### config.mk
export PLATFORM = sky130hd
export DESIGN_NAME = pci_wb_master_flat
export DESIGN_NICKNAME = d
export VERILOG_FILES = /design/src/rtl/pci_wb_master_if.sv /design/src/rtl/pci_wb_master.sv /design/src/flat_wrapper.sv
export SDC_FILE = /design/constraint.sdc
export NUM_CORES = 1
export LEC_CHECK = 0
export CORE_AREA = 5 5 142 117
export CTS_BUF_LIST = sky130_fd_sc_hd__clkbuf_8 sky130_fd_sc_hd__clkbuf_16
export DETAILED_ROUTE_END_ITERATION = 12
export DIE_AREA = 0 0 147 122
export GPL_ROUTABILITY_DRIVEN = 0
export PLACE_DENSITY = 0.67
export SLEW_MARGIN = 20
export SYNTH_ARGS = -nofsm -noshare
export SYNTH_HDL_FRONTEND = slang
export SYNTH_SLANG_ARGS = --single-unit
export TNS_END_PERCENT = 30
### constraint.sdc
create_clock -name PHY_CLK33_I -period 4.1 [get_ports PHY_CLK33_I]
set_input_delay 0.41 -clock PHY_CLK33_I [delete_from_list [all_inputs] [get_ports PHY_CLK33_I]]
set_output_delay 0.41 -clock PHY_CLK33_I [all_outputs]
set_load 0.01 [all_outputs]
### src/rtl/pci_wb_master_if.sv
// Request/response and Wishbone-style bus signals of the single-beat PCI-side master.
// The master modport is the block itself; the slave modport is the environment around it.
interface pci_wb_master_if;
    logic        REQ_VALID_I;
    logic        REQ_READY_O;
    logic [31:0] REQ_ADD_I;
    logic [31:0] REQ_DATA_I;
    logic        REQ_WE_I;
    logic        RSP_VALID_O;
    logic [31:0] RSP_DATA_O;
    logic        RSP_ERR_O;
    logic [31:0] WB_ADD_O;
    logic [31:0] WB_DATA_O;
    logic [31:0] WB_DATA_I;
    logic        WB_STB_O;
    logic        WB_WE_O;
    logic        WB_ACK_I;
    logic        WB_VALID_I;

    modport master (
        input  REQ_VALID_I, REQ_ADD_I, REQ_DATA_I, REQ_WE_I, WB_DATA_I, WB_ACK_I, WB_VALID_I,
        output REQ_READY_O, RSP_VALID_O, RSP_DATA_O, RSP_ERR_O,
        output WB_ADD_O, WB_DATA_O, WB_STB_O, WB_WE_O
    );

    modport slave (
        output REQ_VALID_I, REQ_ADD_I, REQ_DATA_I, REQ_WE_I, WB_DATA_I, WB_ACK_I, WB_VALID_I,
        input  REQ_READY_O, RSP_VALID_O, RSP_DATA_O, RSP_ERR_O,
        input  WB_ADD_O, WB_DATA_O, WB_STB_O, WB_WE_O
    );
endinterface

### src/rtl/pci_wb_master.sv
// Single-beat bus master: one request in, one STB-qualified cycle out, one response back.
// Timeouts on both the bus phase and the handshake-release phase keep a dead slave from hanging it.
module pci_wb_master #(
    parameter int unsigned TIMEOUT_CYCLES = 64,
    parameter logic [31:0] ERR_DATA       = 32'hDEAD_BEEF
) (
    input  logic             PHY_CLK33_I,
    input  logic             PHY_RST_I,
    pci_wb_master_if.master  bus
);
    localparam int unsigned TW = $clog2(TIMEOUT_CYCLES);
    localparam logic [TW-1:0] TMAX = TW'(TIMEOUT_CYCLES - 1);

    typedef enum logic [1:0] {IDLE, BUS, RELEASE} state_t;

    state_t        state_q, state_d;
    logic [TW-1:0] timer_q, timer_d;
    logic          ready_q, ready_d;
    logic          rsp_valid_q, rsp_valid_d;
    logic [31:0]   rsp_data_q, rsp_data_d;
    logic          rsp_err_q, rsp_err_d;
    logic [31:0]   add_q, add_d;
    logic [31:0]   wdata_q, wdata_d;
    logic          stb_q, stb_d;
    logic          we_q, we_d;
    logic          done, timeout;

    // Only the handshake matching the cycle direction completes it.
    assign done    = we_q ? bus.WB_ACK_I : bus.WB_VALID_I;
    assign timeout = (timer_q == TMAX);

    always_comb begin
        state_d     = state_q;
        timer_d     = timer_q;
        ready_d     = ready_q;
        rsp_valid_d = 1'b0;
        rsp_data_d  = rsp_data_q;
        rsp_err_d   = rsp_err_q;
        add_d       = add_q;
        wdata_d     = wdata_q;
        stb_d       = stb_q;
        we_d        = we_q;
        unique case (state_q)
            IDLE: begin
                if (bus.REQ_VALID_I) begin
                    add_d   = bus.REQ_ADD_I;
                    wdata_d = bus.REQ_DATA_I;
                    we_d    = bus.REQ_WE_I;
                    stb_d   = 1'b1;
                    timer_d = '0;
                    ready_d = 1'b0;
                    state_d = BUS;
                end
            end
            BUS: begin
                if (done || timeout) begin
                    stb_d       = 1'b0;
                    rsp_valid_d = 1'b1;
                    rsp_err_d   = ~done;
                    rsp_data_d  = we_q ? 32'h0 : (done ? bus.WB_DATA_I : ERR_DATA);
                    timer_d     = '0;
                    state_d     = RELEASE;
                end else begin
                    timer_d = timer_q + 1'b1;
                end
            end
            RELEASE: begin
                // Wait for the slave to drop its level handshake before taking new work.
                if ((!bus.WB_ACK_I && !bus.WB_VALID_I) || timeout) begin
                    ready_d = 1'b1;
                    state_d = IDLE;
                end else begin
                    timer_d = timer_q + 1'b1;
                end
            end
            default: begin
                ready_d = 1'b1;
                stb_d   = 1'b0;
                state_d = IDLE;
            end
        endcase
    end

    always_ff @(posedge PHY_CLK33_I or posedge PHY_RST_I) begin
        if (PHY_RST_I) begin
            state_q     <= IDLE;
            timer_q     <= '0;
            ready_q     <= 1'b1;
            rsp_valid_q <= 1'b0;
            rsp_data_q  <= '0;
            rsp_err_q   <= 1'b0;
            add_q       <= '0;
            wdata_q     <= '0;
            stb_q       <= 1'b0;
            we_q        <= 1'b0;
        end else begin
            state_q     <= state_d;
            timer_q     <= timer_d;
            ready_q     <= ready_d;
            rsp_valid_q <= rsp_valid_d;
            rsp_data_q  <= rsp_data_d;
            rsp_err_q   <= rsp_err_d;
            add_q       <= add_d;
            wdata_q     <= wdata_d;
            stb_q       <= stb_d;
            we_q        <= we_d;
        end
    end

    assign bus.REQ_READY_O = ready_q;
    assign bus.RSP_VALID_O = rsp_valid_q;
    assign bus.RSP_DATA_O  = rsp_data_q;
    assign bus.RSP_ERR_O   = rsp_err_q;
    assign bus.WB_ADD_O    = add_q;
    assign bus.WB_DATA_O   = wdata_q;
    assign bus.WB_STB_O    = stb_q;
    assign bus.WB_WE_O     = we_q;
endmodule

### src/flat_wrapper.sv
// flat-port wrapper written by rule: the top's interface ports become plain ports
module pci_wb_master_flat 
#(
    parameter int unsigned TIMEOUT_CYCLES = 64,
    parameter logic [31:0] ERR_DATA       = 32'hDEAD_BEEF
)
  (PHY_CLK33_I, PHY_RST_I, bus_REQ_VALID_I, bus_REQ_ADD_I, bus_REQ_DATA_I, bus_REQ_WE_I, bus_WB_DATA_I, bus_WB_ACK_I, bus_WB_VALID_I, bus_REQ_READY_O, bus_RSP_VALID_O, bus_RSP_DATA_O, bus_RSP_ERR_O, bus_WB_ADD_O, bus_WB_DATA_O, bus_WB_STB_O, bus_WB_WE_O);
  pci_wb_master_if bus_i ();
  input  logic PHY_CLK33_I;
  input  logic PHY_RST_I;
  input wire logic [$bits(bus_i.REQ_VALID_I)-1:0] bus_REQ_VALID_I;
  input wire logic [$bits(bus_i.REQ_ADD_I)-1:0] bus_REQ_ADD_I;
  input wire logic [$bits(bus_i.REQ_DATA_I)-1:0] bus_REQ_DATA_I;
  input wire logic [$bits(bus_i.REQ_WE_I)-1:0] bus_REQ_WE_I;
  input wire logic [$bits(bus_i.WB_DATA_I)-1:0] bus_WB_DATA_I;
  input wire logic [$bits(bus_i.WB_ACK_I)-1:0] bus_WB_ACK_I;
  input wire logic [$bits(bus_i.WB_VALID_I)-1:0] bus_WB_VALID_I;
  output wire logic [$bits(bus_i.REQ_READY_O)-1:0] bus_REQ_READY_O;
  output wire logic [$bits(bus_i.RSP_VALID_O)-1:0] bus_RSP_VALID_O;
  output wire logic [$bits(bus_i.RSP_DATA_O)-1:0] bus_RSP_DATA_O;
  output wire logic [$bits(bus_i.RSP_ERR_O)-1:0] bus_RSP_ERR_O;
  output wire logic [$bits(bus_i.WB_ADD_O)-1:0] bus_WB_ADD_O;
  output wire logic [$bits(bus_i.WB_DATA_O)-1:0] bus_WB_DATA_O;
  output wire logic [$bits(bus_i.WB_STB_O)-1:0] bus_WB_STB_O;
  output wire logic [$bits(bus_i.WB_WE_O)-1:0] bus_WB_WE_O;
  assign bus_i.REQ_VALID_I = bus_REQ_VALID_I;
  assign bus_i.REQ_ADD_I = bus_REQ_ADD_I;
  assign bus_i.REQ_DATA_I = bus_REQ_DATA_I;
  assign bus_i.REQ_WE_I = bus_REQ_WE_I;
  assign bus_i.WB_DATA_I = bus_WB_DATA_I;
  assign bus_i.WB_ACK_I = bus_WB_ACK_I;
  assign bus_i.WB_VALID_I = bus_WB_VALID_I;
  assign bus_REQ_READY_O = bus_i.REQ_READY_O;
  assign bus_RSP_VALID_O = bus_i.RSP_VALID_O;
  assign bus_RSP_DATA_O = bus_i.RSP_DATA_O;
  assign bus_RSP_ERR_O = bus_i.RSP_ERR_O;
  assign bus_WB_ADD_O = bus_i.WB_ADD_O;
  assign bus_WB_DATA_O = bus_i.WB_DATA_O;
  assign bus_WB_STB_O = bus_i.WB_STB_O;
  assign bus_WB_WE_O = bus_i.WB_WE_O;
  pci_wb_master #(.TIMEOUT_CYCLES(TIMEOUT_CYCLES), .ERR_DATA(ERR_DATA)) u_core (.PHY_CLK33_I(PHY_CLK33_I), .PHY_RST_I(PHY_RST_I), .bus(bus_i));
endmodule
==> run metrics <==
outcome=finished, final reports clean; DR vias=3389; DP HPWL=approximately 9500 um; slowest stage delay, CP=roughly 0.64 ns; complex-gate fraction of the synthesized area=slightly above 8%; Hold Path Depth=2; TritonCTS clock tree=done; WHS Endpoint=u_core.bus.RSP_DATA_O[8]; Synth Flop Type=dfrtp_1; Mean Syn Cell Area=roughly 13 um^2; slew margin rel.=59.3%; Ports=203; fin crit share=between 50% and 60%; Via density=4.51; full die area=roughly 18000 um^2; non-filler cells, final=751; die width=~150 um; Leak=approximately 3 nW; DRC errors left=0; hold_buf cts=0; reg2reg setup slack=1.74 ns; Num CTS Buffers=9; clock latency on the worst-skew pair=0.35 ns; hold slack final=between 0.4 and 0.5 ns; Seq cells post-synth=around 110; final setup fails=0; critical path peak fanout=24; Post-Syn Instances=between 300 and 400; xor and xnor fraction of the mapped netlist area=0%; Reg2Reg Launch Point=u_core.bus.WB_WE_O; largest net degree at the start of global routing=between 50 and 60; CP endpoint kind=flip-flop; Netlist Area Pre-Place=roughly 4500 um^2; CP required=~4.4 ns; antenna cells=0; vias in the first global route=roughly 3700; synth top area cells=dfrtp_1, mux2_2, nand2_1, o31ai_1, nor2b_1; CP dominant cell by count=buf_4; WP data arrival=roughly 2.6 ns; Achievable Freq=~0.42 GHz; aggregate global-route resource usage=around 14%; number of max-cap violations=0; critical path type=reg2reg; GRT Residual Overflow=0; global-route wire length before repair=~20000 um; final net count=660; P&R area growth vs syn=55.7%; worst r2r path cells=7; share of cells above drive strength 1=between 10% and 20%; Min Clock Period, post-route=approximately 2.4 ns; Die H=122 um; initial antenna violation count=0; multiplexer share of the synthesized area=16.6%; Hold Crit Class=reg2reg; synthesized-area fraction occupied by adder cells=1.38%; routed length per instance=~16 um; slowest library cell on the worst path=dfrtp_1; Final Hold Fails=0; syn_nets=460; Final WS setup=approximately 1.7 ns; DR iter-0 viols=between 150 and 200; RR Endpoint=u_core.bus.RSP_DATA_O[11]; First-pass DRT Iterations=4; Cell Pwr Density=733 nW/um^2; sequential element share of the synthesized area=60.1%; htree depth=3; dpl ws=between 1.5 and 2 ns; area leader, netlist=dfrtp_1; clock tree buffer depth=2; area of the core=around 15000 um^2; Post-synth EDFFs=0; # Post-CTS Setup Buffers=0; HP Start=u_core.bus.RSP_DATA_O[8]; Final ANT Viol Nets=0; Synth async-reset ratio=100%; Worst-Margin Slew=~0.6 ns; Cells after DPL=between 700 and 800; synth warn=0; TNS Setup=0 ns; top cell type's share of synthesized area=just under 60%; final wirelength=12300 um; most frequent cell after synthesis=dfrtp_1; skew final=~0.0084 ns; # port buffers=roughly 200; worst-path cell chain=buf_4 -> nor2b_4 -> a21o_1 -> o21ai_4 -> buf_4 -> nand2_1 -> o31ai_1; Core Rows=between 40 and 50; RSZ-0062 raised after global routing=no; largest family of logic cells by synthesized area=multiplexers; clock sinks=between 100 and 150; Initial Util=29.8%; Post-synth top cells=dfrtp_1, mux2_2, nand2_1; Root Driver=clkbuf_16; Worst setup SP type=flip-flop; Yosys cell types=39; clk slew on worst S/H paths=~0.07 ns; Slew Viols, Final=0; Simple-Gate Fraction of Synth Area=a little over 10%; VDD IR max=between 0.0003 and 0.0004 V; CTS resizes=0
==> state kept, by name, summed over array words and instances, names as in the netlist <==
name                    count
u_core.bus.WB_STB_O         1
u_core.bus.REQ_READY_O      1
u_core.bus.RSP_DATA_O      32
u_core.bus.WB_WE_O          1
u_core.bus.WB_DATA_O       32
u_core.bus.RSP_VALID_O      1
u_core.bus.WB_ADD_O        32
u_core.bus.RSP_ERR_O        1
u_core.state_q              2
u_core.timer_q              6
==> power breakdown <==
group	leakage [nW]	switching (W)	internal (W)
Sequential	1.33	0.000281	0.00157
Combinational	1.48	0.000977	0.00138
Clock	0.169	0.000388	0.000589
Total	2.98	0.00165	0.00354
==> routing by layer <==
| metal | GRT usage, % | up-vias | routed length (um) |
|---|---|---|---|
| li1 | - | 1618 | - |
| met1 | 15.3 | 1648 | 4850 |
| met2 | 23.9 | 115 | 6200 |
| met3 | 6.99 | 8 | 1190 |
| met4 | 2.50 | 0 | 83 |
| met5 | 0 | - | 0 |
==> layout make-up <==
class	count	area [um^2]
Fill cell	1379	8160
Sequential cell	109	2730
Timing Repair Buffer	210	2080
Multi-Input combinational cell	217	1650
Clock buffer	12	267
Tap cell	193	241
Clock inverter	4	77.6
Inverter	6	25.0
==> per-stage QoR <==
stage | utilization [%] | power, W | area [um^2]
after CTS | 46.4 | 0.00527 | 7080
after floorplan | - | 0.00297 | 4540
after global routing | 46.4 | 0.00552 | 7080
after detailed placement | 44.2 | 0.00427 | 6730
final | 46.4 | 0.00519 | 7080
after global placement | 44.2 | 0.00419 | 6730
==> logic make-up (layout without fill, tap and decap cells) <==
kind of cell | after synthesis | after routing
and+or+nand+nor | 93 | 93
buffers and inverters | 27 | 232
DFF | 109 | 109
adders and majority gates | 5 | 5
AOI/OAI and AO/OA | 52 | 52
muxes | 67 | 67
==> worst max-delay path by stage <==
stage / start / to / slack, ns / cells after the start
finish: u_core.bus.WB_WE_O / u_core.bus.RSP_DATA_O[11] / 1.74 / 7
global route: u_core.bus.WB_WE_O / u_core.bus.RSP_DATA_O[19] / 1.52 / 7
CTS: u_core.bus.WB_WE_O / u_core.bus.RSP_DATA_O[11] / 1.72 / 7
detailed placement: bus_WB_VALID_I / u_core.bus.RSP_DATA_O[11] / 1.57 / 8
global placement: bus_WB_VALID_I / u_core.bus.RSP_DATA_O[7] / 1.64 / 7
floorplan: PHY_RST_I / u_core.bus.RSP_DATA_O[0] / 0.82 / 1
==> critical path, delay by kind of cell (launching register included) <==
kind,cells,cell delay [ns]
AO/OA/AOI/OAI,3,0.74
buffers and inverters,2,0.67
flip-flops,1,0.64
AND/OR/NAND/NOR,2,0.19
==> layout by cell type (no fill, tap or decap), types with 4 or more instances in the layout <==
cell	instances
buf_4	8
o21ai_0	8
nand2_1	47
clkdlybuf4s50_1	202
a21oi_1	5
dfrtp_1	108
nor2b_1	24
o31ai_1	24
mux2_2	66
inv_1	4
nand3_1	10
ha_1	5
clkbuf_16	9
(Power assumes the default switching activity.)
